===== config.mk =====
export PLATFORM = sky130hd
export DESIGN_NAME = iob_2p_mem_stream_reader
export DESIGN_NICKNAME = d
export VERILOG_FILES = /design/src/rtl/iob_2p_mem_stream_reader.sv
export SDC_FILE = /design/constraint.sdc
export NUM_CORES = 1
export LEC_CHECK = 0
export ABC_AREA = 1
export BUFFER_PORTS_ARGS = -buffer_cell sky130_fd_sc_hd__buf_4
export CAP_MARGIN = 20
export CORE_MARGIN = 2
export CORE_UTILIZATION = 29
export DETAILED_ROUTE_END_ITERATION = 6
export PLACE_DENSITY_LB_ADDON = 0.1
export SYNTH_ARGS = -nofsm -noshare
export SYNTH_HDL_FRONTEND = slang
export SYNTH_SLANG_ARGS = --single-unit

===== constraint.sdc =====
create_clock -name clk -period 2.4 [get_ports clk]
set_input_delay 0.24 -clock clk [delete_from_list [all_inputs] [get_ports clk]]
set_output_delay 0.24 -clock clk [all_outputs]
set_load 0.01 [all_outputs]

===== src/rtl/iob_2p_mem_stream_reader.sv =====
// Read-side streaming engine for a two-port tiled memory.
// Reads a block of consecutive words and presents them in address order on a
// valid/ready stream. A 2-entry buffer holds words the consumer has not taken
// yet, so reads already issued to the memory are never lost under backpressure.
// A word returning from memory bypasses the buffer when the buffer is empty, so
// the first word reaches out_data two cycles after the start cycle.

module iob_2p_mem_stream_reader #(
    parameter int DATA_W = 16,
    parameter int ADDR_W = 14,
    parameter int LEN_W  = 14
) (
    input  logic              clk,
    input  logic              rst_n,
    input  logic              start,
    input  logic [ADDR_W-1:0] base_addr,
    input  logic [LEN_W-1:0]  length,
    output logic              busy,
    output logic              done,
    output logic              mem_r_en,
    output logic [ADDR_W-1:0] mem_addr,
    input  logic [DATA_W-1:0] mem_data,
    output logic              out_valid,
    input  logic              out_ready,
    output logic [DATA_W-1:0] out_data,
    output logic              out_last
);

    typedef enum logic [1:0] {
        IDLE,
        READ,
        DRAIN
    } state_t;

    state_t             state_q, state_d;
    logic [ADDR_W-1:0]  cur_addr_q, cur_addr_d;
    logic [LEN_W-1:0]   remaining_q, remaining_d;
    logic               busy_q, busy_d;
    logic               done_q, done_d;
    logic               inflight_q, inflight_d;
    logic               inflight_last_q, inflight_last_d;

    logic [DATA_W-1:0]  buf_data_q [2];
    logic               buf_last_q [2];
    logic               rd_ptr_q, wr_ptr_q;
    logic [1:0]         count_q, count_d;

    logic               accept;
    logic               issue;
    logic               pop;
    logic               pop_buf;
    logic               push;
    logic               buf_empty;
    logic [2:0]         occupancy;

    // Stream head: the oldest buffered word, or the word arriving from memory
    // this cycle when nothing is buffered ahead of it.
    always_comb begin
        buf_empty = (count_q == 2'd0);
        out_valid = !buf_empty || inflight_q;
        out_data  = '0;
        out_last  = 1'b0;
        if (!buf_empty) begin
            out_data = buf_data_q[rd_ptr_q];
            out_last = buf_last_q[rd_ptr_q];
        end else if (inflight_q) begin
            out_data = mem_data;
            out_last = inflight_last_q;
        end
        pop     = out_valid && out_ready;
        pop_buf = pop && !buf_empty;
        push    = inflight_q && !(pop && buf_empty);
        count_d = count_q + {1'b0, push} - {1'b0, pop_buf};
    end

    // Read issue: only issue when the returning word is guaranteed a slot,
    // counting buffered words, the word in flight and whether one leaves now.
    always_comb begin
        occupancy = {1'b0, count_q} + {2'b00, inflight_q} + {2'b00, ~pop};
        accept    = (state_q == IDLE) && !busy_q && start;
        issue     = (state_q == READ) && (remaining_q != '0) && (occupancy <= 3'd2);
        mem_r_en  = issue;
        mem_addr  = issue ? cur_addr_q : '0;
    end

    // Next-state logic for the transfer sequencer.
    always_comb begin
        state_d         = state_q;
        cur_addr_d      = cur_addr_q;
        remaining_d     = remaining_q;
        done_d          = 1'b0;
        inflight_d      = issue;
        inflight_last_d = issue && (remaining_q == LEN_W'(1));
        case (state_q)
            IDLE: begin
                if (accept) begin
                    if (length != '0) begin
                        cur_addr_d  = base_addr;
                        remaining_d = length;
                        state_d     = READ;
                    end else begin
                        done_d = 1'b1;
                    end
                end
            end
            READ: begin
                if (issue) begin
                    cur_addr_d  = cur_addr_q + 1'b1;
                    remaining_d = remaining_q - 1'b1;
                    if (remaining_q == LEN_W'(1)) begin
                        state_d = DRAIN;
                    end
                end
            end
            DRAIN: begin
                if (pop && out_last) begin
                    done_d  = 1'b1;
                    state_d = IDLE;
                end
            end
            default: begin
                state_d = IDLE;
            end
        endcase
        busy_d = (state_d != IDLE) || done_d;
    end

    // Sequencer and read-tracking registers.
    always_ff @(posedge clk or negedge rst_n) begin
        if (!rst_n) begin
            state_q         <= IDLE;
            cur_addr_q      <= '0;
            remaining_q     <= '0;
            busy_q          <= 1'b0;
            done_q          <= 1'b0;
            inflight_q      <= 1'b0;
            inflight_last_q <= 1'b0;
        end else begin
            state_q         <= state_d;
            cur_addr_q      <= cur_addr_d;
            remaining_q     <= remaining_d;
            busy_q          <= busy_d;
            done_q          <= done_d;
            inflight_q      <= inflight_d;
            inflight_last_q <= inflight_last_d;
        end
    end

    // Two-entry output buffer; captures memory data only in the cycle after an issued read.
    always_ff @(posedge clk or negedge rst_n) begin
        if (!rst_n) begin
            for (int i = 0; i < 2; i++) begin
                buf_data_q[i] <= '0;
                buf_last_q[i] <= 1'b0;
            end
            rd_ptr_q <= 1'b0;
            wr_ptr_q <= 1'b0;
            count_q  <= 2'd0;
        end else begin
            if (push) begin
                buf_data_q[wr_ptr_q] <= mem_data;
                buf_last_q[wr_ptr_q] <= inflight_last_q;
                wr_ptr_q             <= ~wr_ptr_q;
            end
            if (pop_buf) begin
                rd_ptr_q <= ~rd_ptr_q;
            end
            count_q <= count_d;
        end
    end

    assign busy = busy_q;
    assign done = done_q;

endmodule


; Yosys cells after proc, flatten, opt, wreduce, memory -nomap -nowiden
; Cells that the tools add are included.
[word_totals]
ff_bits = 72
elab_cells = 93
[classes]
eq_ne = 6
n_mux = 35
bitwise = 5
n_addsub = 6
reduce_logical = 23
magnitude_cmp = 4
[op_table]
columns = op, count
row1 = 14-bit two-way mux, 7
row2 = 16-bit two-way mux, 6
row3 = 14-bit case mux with 2 select lines, 2
row4 = 32-bit bitwise mux, 1
row5 = 14-bit nonzero test, 2
row6 = 16-bit demux with 1-bit select, 1
row7 = 14-bit by 1-bit adder with 14-bit output (second input constant), 1
row8 = 14-bit by 1-bit == test with 1-bit output (second input constant), 1
row9 = 14-bit by 1-bit subtractor with 14-bit output (second input constant), 1
row10 = 1-bit logical AND, 11
row11 = 2-bit two-way mux, 5
row12 = 1-bit two-way mux, 9
row13 = 2-bit case mux with 3 select lines, 1
row14 = 2-bit greater-or-equal comparator (second input constant), 2
row15 = 2-bit logical NOT, 2
row16 = 2-bit != test (second input constant), 2
row17 = 1-bit inverter with 2-bit output, 2
row18 = 4-bit AND reduction, 1
row19 = 2-bit nonzero test, 2
row20 = 2-bit by 1-bit adder with 3-bit output, 1
row21 = 3-bit by 1-bit adder with 3-bit output, 1
row22 = 3-bit by 2-bit <= comparator with 1-bit output (second input constant), 1
row23 = 1-bit logical NOT, 3
row24 = 1-bit inverter, 3
row25 = other kinds (10), 11

; Longest topological paths before layout
; Gate-level depths: netlist of the first run.
[logic_depth]
word_depth = 12
ltp_mapped = 14

; Least setup slack after synthesis of the first run
; Ideal clock, no wire load.
[synth_path]
path_type = register to output
from = register inflight_q
to = output port mem_addr[10]
path_slack_ns = 0.053
path_stages_with_launch = 12
arrival_ns = 2.107
path_buffers = 1
required_ns = 2.160
cell_sequence = dfrtp_1 -> inv_1 -> a21oi_1 -> inv_1 -> fa_1 -> ha_1 -> inv_1 -> nand3_1 -> a21oi_4 -> nand2_8 -> buf_2 -> nor2_1
[synth_via]
elab_chain_cells = 7
word_cells_on_any_way = 8
classes_between = 2 x add/sub / 1 x order compare / 1 x mux / 1 x bitwise / 3 x reduce/logical
[synth_rtl]
columns = element, line
row1 = from (decl), 40  ; logic inflight_q, inflight_d;
row2 = from (signal assigned), 144  ; inflight_q <= inflight_d;
row3 = branches (longest 3 deep; another with 2-bit by 1-bit adder with 3-bit output), -
row4 = 3-bit by 1-bit adder with 3-bit output (*), 79  ; occupancy = {1'b0, count_q} + {2'b00, inflight_q} + {2'b00, ~pop};
row5 = 3-bit by 2-bit <= comparator with 1-bit output (*), 81  ; issue = (state_q == READ) && (remaining_q != '0) && (occupancy <= 3'd2);
row6 = 1-bit logical AND (*), 81
row7 = 14-bit two-way mux (*), 83  ; mem_addr = issue ? cur_addr_q : '0;
row8 = to (decl), 21  ; output logic [ADDR_W-1:0] mem_addr,
; Mark *: on every way between the ends.

; Final worst setup path of the first run
[layout_path]
from = register inflight_q
to = output port mem_addr[13]
; The elaborated chain is that of the path after synthesis.

==> flow_metrics.py, run 1 <==
metrics = {
    "run_status": {
        "status": "complete, but fails checks",
        "violations": "setup timing",
    },
    "worst_hold_path": {
        "holdCritPathClass": "input port to flip-flop",
    },
    "worst_setup_path": {
        "worst_setup_path_start_kind": "flip-flop",
        "critical_path_class": "flip-flop to output pin",
        "arrival_ns": 2.35,
        "worst-path-max-fanout": 8,
        "worstPathRequired_ns": 2.16,
        "end_kind": "output pin",
    },
    "global_route": {
        "gr-total-overflow": 0,
        "grt_pass1_vias": 4163,
        "grt.total_usage": 0.1628,
        "grt_pass1_wl_mm": 21.02,
        "antenna_found_initial": 0,
        "grt_max_degree": 73,
    },
    "routing": {
        "wl_per_cell_um": 14.44,
        "vias_per_cell": 4.707,
        "first_iter_violations": 236,
        "routed_wl_mm": 12.97,
        "vias": 4227,
        "drc": 0,
        "drtAntennaViolNets": 0,
        "drt-pass1-iter-count": 4,
    },
    "synth": {
        "synth-simple-area-share": 0.3423,
        "seq_area_frac_synth": 0.4017,
        "yosys.area_share.adder": 0.02399,
        "yosysTopAreaCell": "dfrtp_1",
        "syn-num-nets": 664,
        "synth_top_family_by_area": "simple AND/OR/NAND/NOR gates",
        "yosysWarnings": 0,
        "postSynthAreaPerCell_um2": 7.378,
        "synth-compound-area-share": 0.1317,
        "synthMuxAreaShare": 0,
        "syn_area_um2": 4486,
        "synth_xor_area_frac": 0.009763,
        "synthTopCellsByArea": "dfrtp_1, nand2_1, nor2_1",
        "synth_edf_count": 0,
        "synthArstFlopShare": 1.000,
        "ys_ff_latch": 72,
        "synth_top_area_frac": 0.4017,
        "synth_cell_type_count": 37,
        "syn_inst": 608,
        "ys.flop_type": "dfrtp_1",
    },
    "floorplan": {
        "die_height_um": 128.4,
        "dieArea_um2": 16480,
        "initial_core_util": 0.2962,
        "core_um2": 15150,
        "rows": 45,
        "io_pins": 83,
        "die_width_um": 128.4,
    },
    "timing": {
        "timing.final.ws_setup_ns": -0.1942,
        "fin_crit_sh": 1.081,
        "setup_viol": 45,
        "tightest_slew_ns": 0.7413,
        "hold_violations": 0,
        "maxSlewViolCount": 0,
        "period_needed_ns": 2.594,
        "fin_skew_ns": 0.005473,
        "slew-limit-headroom": 0.5053,
        "rsz0062_at_grt": "true",
        "fmax_ghz": 0.3855,
    },
    "placement": {
        "dp_hpwl_mm": 8.300,
        "gp_congestion": 0.8130,
        "io_buffer_count": 82,
        "pre_cts_ws_ns": -0.05977,
    },
    "power_and_ir_drop": {
        "power_uw": 10670,
        "powerDensity_nw_per_um2": 1700,
        "ir_worst_vdd_mv": 0.6526,
        "cellLeakagePower_uw": 0.003020,
    },
    "clocking": {
        "numCtsBuffers": 9,
        "root_buffer": "clkbuf_16",
        "path_clk_slew_ns": 0.06,
        "cts.sinks": 72,
        "clock_latency_ns": 0.34,
        "cts_tree": "yes",
        "clockBufferDepth": 2,
        "htree_num_levels": 3,
    },
    "layout": {
        "final_cell_mix": "nand2_1, buf_4, nor2_1, dfrtp_1, inv_1",
        "drive_above_1_share": 0.3183,
        "syn_to_final_growth_pct": 40.00,
        "nNetsFinal": 763,
        "final_common_cell": "nand2_1",
        "fillers": 1568,
        "diodes": 0,
    },
    "run": {
        "maxCapViolCount": 0,
    },
}
cells in the mapped netlist (all sizes together) (4+ instances only):
cell type  number
nor3            4
nor2           96
buf            17
or2             9
a21oi           4
clkbuf          6
o21a           16
nand2         184
nand4           4
inv            69
nand3          46
o32ai          16
nand3b          4
xor2            4
o21ai          44
dfrtp          72
ha              7
state kept, by name, summed over array words and instances (netlist names):
signal / flops
buf_data_q: 32
cur_addr_q: 14
remaining_q: 14
buf_last_q: 2
count_q: 2
state_q: 2
busy: 1
done: 1
inflight_last_q: 1
inflight_q: 1
rd_ptr_q: 1
wr_ptr_q: 1
kinds of logic after synthesis:
kind of cell               after synthesis
DFF                                     72
xor gates and xnor gates                 5
buffers and inverters                   93
AOI/OAI and AO/OA                       82
and+or+nand+nor                        348
adders and majority gates                8
worst max-delay path, cell delays in order (launching register included):
cell and delay [ns]:
dfrtp_1 0.41, inv_2 0.06, a21oi_2 0.16, inv_2 0.05, fa_2 0.39, inv_2 0.09, ha_4 0.13, nand3_4 0.08
a21oi_4 0.20, nand2_8 0.08, buf_12 0.16, nor2_2 0.08, buf_4 0.12
report_power, final:
part           switching, uW  leakage (uW)  internal [uW]
clock                    531      0.000123            715
combinational           3940       0.00202           3280
sequential               429      0.000877           1780
worst paths after layout:
path	startpoint	to	slack [ns]	depth (start not counted)
worst min register to register	buf_data_q[18]	buf_data_q[18]	0.49	2
worst max-delay path	inflight_q	mem_addr[13]	-0.19	12
min in group asynchronous	rst_n	buf_data_q[2]	0.31	2
worst min-delay path	mem_data[3]	buf_data_q[19]	0.21	3
max in group asynchronous	rst_n	cur_addr_q[9]	1.51	3
worst max register to register	inflight_q	cur_addr_q[13]	-0.13	16
per-layer routing:
metal / share of wire / routed length, um / GRT usage / up-vias
met5: 0 / 0 / 0 / -
met2: 0.47 / 6064 / 0.2606 / 91
li1: - / - / - / 2142
met1: 0.49 / 6304 / 0.2236 / 1984
met3: 0.035 / 451 / 0.02536 / 10
met4: 0.011 / 148 / 0.05947 / 0
metrics by stage:
stage	hold slack, ns	setup TNS [ns]	cell area [um^2]	instances	util
CTS	0.1087	-6.068	5888	893	0.3888
finish	0.2091	-4.974	6280	898	0.4146
global placement	0.4553	0	5309	867	0.3505
global route	0.2140	-10.96	6280	898	0.4146
floorplan	-0.05559	0	4486	608	-
detailed placement	0.4670	-0.8271	5309	867	0.3505
repair_timing:
item                                    CTS  global route
hold buffers                              0             1
endpoints found under the setup margin   40            45
gates resized for setup                  37            94
pin swaps                                 3            17
cloned                                    3             0
buffers inserted                          9             5
endpoints found under the hold margin     0            15
final cells by class:
cell class / count / area [um^2] / share of cell area
well taps: 188 / 235.2 / 0.03746
clock buffers: 11 / 242.7 / 0.03865
clock inverters: 3 / 20.02 / 0.003188
inverters: 70 / 277.8 / 0.04423
repair buffers: 111 / 1071 / 0.1706
multi-input cells: 443 / 2631 / 0.4190
flip-flops and latches: 72 / 1802 / 0.2869
Note: power is estimated with default switching activity, not from simulation.
==> run 2: changes to the inputs <==
--- a/config.mk
+++ b/config.mk
@@ -8,10 +8,10 @@
 export ABC_AREA = 1
 export BUFFER_PORTS_ARGS = -buffer_cell sky130_fd_sc_hd__buf_4
 export CAP_MARGIN = 20
-export CORE_MARGIN = 2
 export CORE_UTILIZATION = 29
 export DETAILED_ROUTE_END_ITERATION = 6
 export PLACE_DENSITY_LB_ADDON = 0.1
+export SKIP_CTS_REPAIR_TIMING = 1
 export SYNTH_ARGS = -nofsm -noshare
 export SYNTH_HDL_FRONTEND = slang
 export SYNTH_SLANG_ARGS = --single-unit
==> constraint.sdc (replaced) <==
create_clock -name clk -period 2.9 [get_ports clk]
set_input_delay 0.29 -clock clk [delete_from_list [all_inputs] [get_ports clk]]
set_output_delay 0.29 -clock clk [all_outputs]
set_load 0.01 [all_outputs]
==> run 2 against run 1 <==
Net effect:
- the run now ends clean
- worst setup slack gained 0.35 ns
- routed wire length fell by 6.2%
- die area shrank 3.1%
- non-clock buffer count is 11 lower
- clock power fell by 4%
- final cell count down 0.89%
- sequential share of layout area increased by 2.9 points
- worst hold slack got worse by 0.12 ns
- power is 31% lower
- global-route usage shrank 0.72 points
- count of clock-buffer cells in the layout unchanged
- critical path type unchanged
==> flow_metrics.py, run 2 (synthesized netlist as in run 1, its figures left out) <==
metrics = {
    "run_status": {
        "status": "finished, final reports clean",
    },
    "timing": {
        "maxSlewViolCount": 0,
        "fmax_ghz": 0.3638,
        "hold_violations": 0,
        "fin_crit_sh": 0.9480,
        "slew-limit-headroom": 0.3582,
        "tightest_slew_ns": 0.9627,
        "fin_skew_ns": 0.004479,
        "rsz0062_at_grt": "true",
        "period_needed_ns": 2.749,
        "setup_viol": 0,
        "finalSetupTns_ns": 0,
    },
    "worst_setup_path": {
        "worst_setup_path_start_kind": "flip-flop",
        "worst-path-max-fanout": 9,
        "max_stage_delay_ns": 0.40,
        "worstPathRequired_ns": 2.61,
        "crit_start": "inflight_q",
        "worstPathCellList": "inv_1 -> a21oi_2 -> inv_1 -> fa_2 -> ha_1 -> inv_1 -> nand3_1 -> a21oi_4 -> buf_12 -> nand2_8 -> nor2_1 -> buf_4",
        "cp_common_cell": "inv_1",
        "critical_path_class": "flip-flop to output pin",
        "end_kind": "output pin",
        "slowest_stage": "dfrtp_2",
        "reg2reg_from": "inflight_q",
        "arrival_ns": 2.46,
    },
    "global_route": {
        "grt_max_degree": 73,
        "antenna_found_initial": 0,
        "grt_pass1_vias": 3936,
        "grt_pass1_wl_mm": 19.51,
        "gr-total-overflow": 0,
        "grt.total_usage": 0.1557,
    },
    "clocking": {
        "root_buffer": "clkbuf_16",
        "numCtsBuffers": 9,
        "cts_tree": "yes",
        "clock_latency_ns": 0.34,
        "htree_num_levels": 3,
        "path_clk_slew_ns": 0.06,
        "cts.sinks": 72,
        "clockBufferDepth": 2,
    },
    "routing": {
        "drtAntennaViolNets": 0,
        "first_iter_violations": 287,
        "vias": 4151,
        "wl_per_cell_um": 13.66,
        "vias_per_cell": 4.664,
        "drt-pass1-iter-count": 6,
        "routed_wl_mm": 12.16,
        "drc": 0,
    },
    "layout": {
        "largest_registers": "buf_data_q (32), cur_addr_q (14), remaining_q (14)",
        "fillers": 1629,
        "syn_to_final_growth_pct": 27.09,
        "final_cells": 890,
        "largest_register_ffs": 32,
        "drive_above_1_share": 0.2350,
        "largest-register": "buf_data_q",
        "final_common_cell": "nand2_1",
        "final_cell_mix": "nand2_1, buf_4, nor2_1, dfrtp_1, inv_1",
        "nNetsFinal": 753,
        "diodes": 0,
    },
    "placement": {
        "io_buffer_count": 82,
        "dp.cells": 863,
        "gp_congestion": 0.7588,
        "dp_hpwl_mm": 8.237,
    },
    "floorplan": {
        "rows": 45,
        "die_width_um": 126.4,
        "initial_core_util": 0.2962,
        "io_pins": 83,
        "die_height_um": 126.4,
        "core_um2": 15150,
        "dieArea_um2": 15970,
    },
    "power_and_ir_drop": {
        "ir_worst_vdd_mv": 0.6864,
        "powerDensity_nw_per_um2": 1291,
        "cellLeakagePower_uw": 0.002795,
    },
    "worst_hold_path": {
        "holdCritPathClass": "input port to asynchronous set/reset pin",
    },
    "run": {
        "maxCapViolCount": 0,
    },
}
==> run 2: cell count changes in the layout (fill, tap and decap cells not counted), moves of 13 or more <==
cell	before	now
nand2_1	152	177
nor2_1	73	91
buf_6	16	1
nand2_4	18	3
buf_4	81	95
nor2_4	14	1
==> run 2: final cells by class <==
type / instances / area, um^2 / area share
Clock buffer: 11 / 232.7 / 0.04083
Sequential cell: 72 / 1803 / 0.3163
Clock inverter: 5 / 81.33 / 0.01427
Multi-Input combinational cell: 444 / 2295 / 0.4025
Inverter: 70 / 264.0 / 0.04631
Tap cell: 188 / 235.2 / 0.04126
Timing Repair Buffer: 100 / 789.5 / 0.1385
==> run 2: worst max-delay path, delay by kind of cell (launching register included) <==
kind / cells / cell delay [ns]
flip-flops: 1 / 0.40
adder cells (fa/ha/maj): 2 / 0.52
AND/OR/NAND/NOR: 3 / 0.30
buffers and inverters: 5 / 0.48
AO/OA/AOI/OAI: 2 / 0.42
==> run 2: per-layer routing <==
metal / global-route usage / part of all wire
met1: 0.2022 / 0.48
met2: 0.2564 / 0.47
met3: 0.03501 / 0.040
met4: 0.05032 / 0.013
met5: 0 / 0
==> run 2: per-stage QoR <==
step / setup WS (ns) / cell area (um^2) / power (uW) / util / hold WS [ns]
floorplan: 0.5026 / 4486 / 4720 / - / -0.005591
global placement: 0.3609 / 5266 / 5809 / 0.3477 / 0.4605
detailed placement: 0.2990 / 5266 / 5873 / 0.3477 / 0.4609
CTS: 0.03454 / 5580 / 7111 / 0.3684 / 0.1365
global route: -0.01623 / 5700 / 8002 / 0.3764 / 0.1987
finish: 0.1509 / 5700 / 7357 / 0.3764 / 0.09319
==> run 2: path summary, 6_finish.rpt <==
| check | end | slack, ns | cells after the start |
|---|---|---|---|
| max | mem_addr[13] | 0.15 | 12 |
| min | buf_data_q[17] | 0.09 | 1 |
| min in group clk | cur_addr_q[9] | 0.25 | 5 |
| min reg2reg | wr_ptr_q | 0.47 | 2 |
| max in group asynchronous | inflight_q | 2.13 | 1 |
| max reg2reg | remaining_q[5] | 0.23 | 15 |
==> run 2: where the power goes <==
| part | internal [uW] | switching, uW |
|---|---|---|
| clock network | 754 | 443 |
| registers | 1480 | 355 |
| logic | 1820 | 2510 |
| total | 4050 | 3310 |
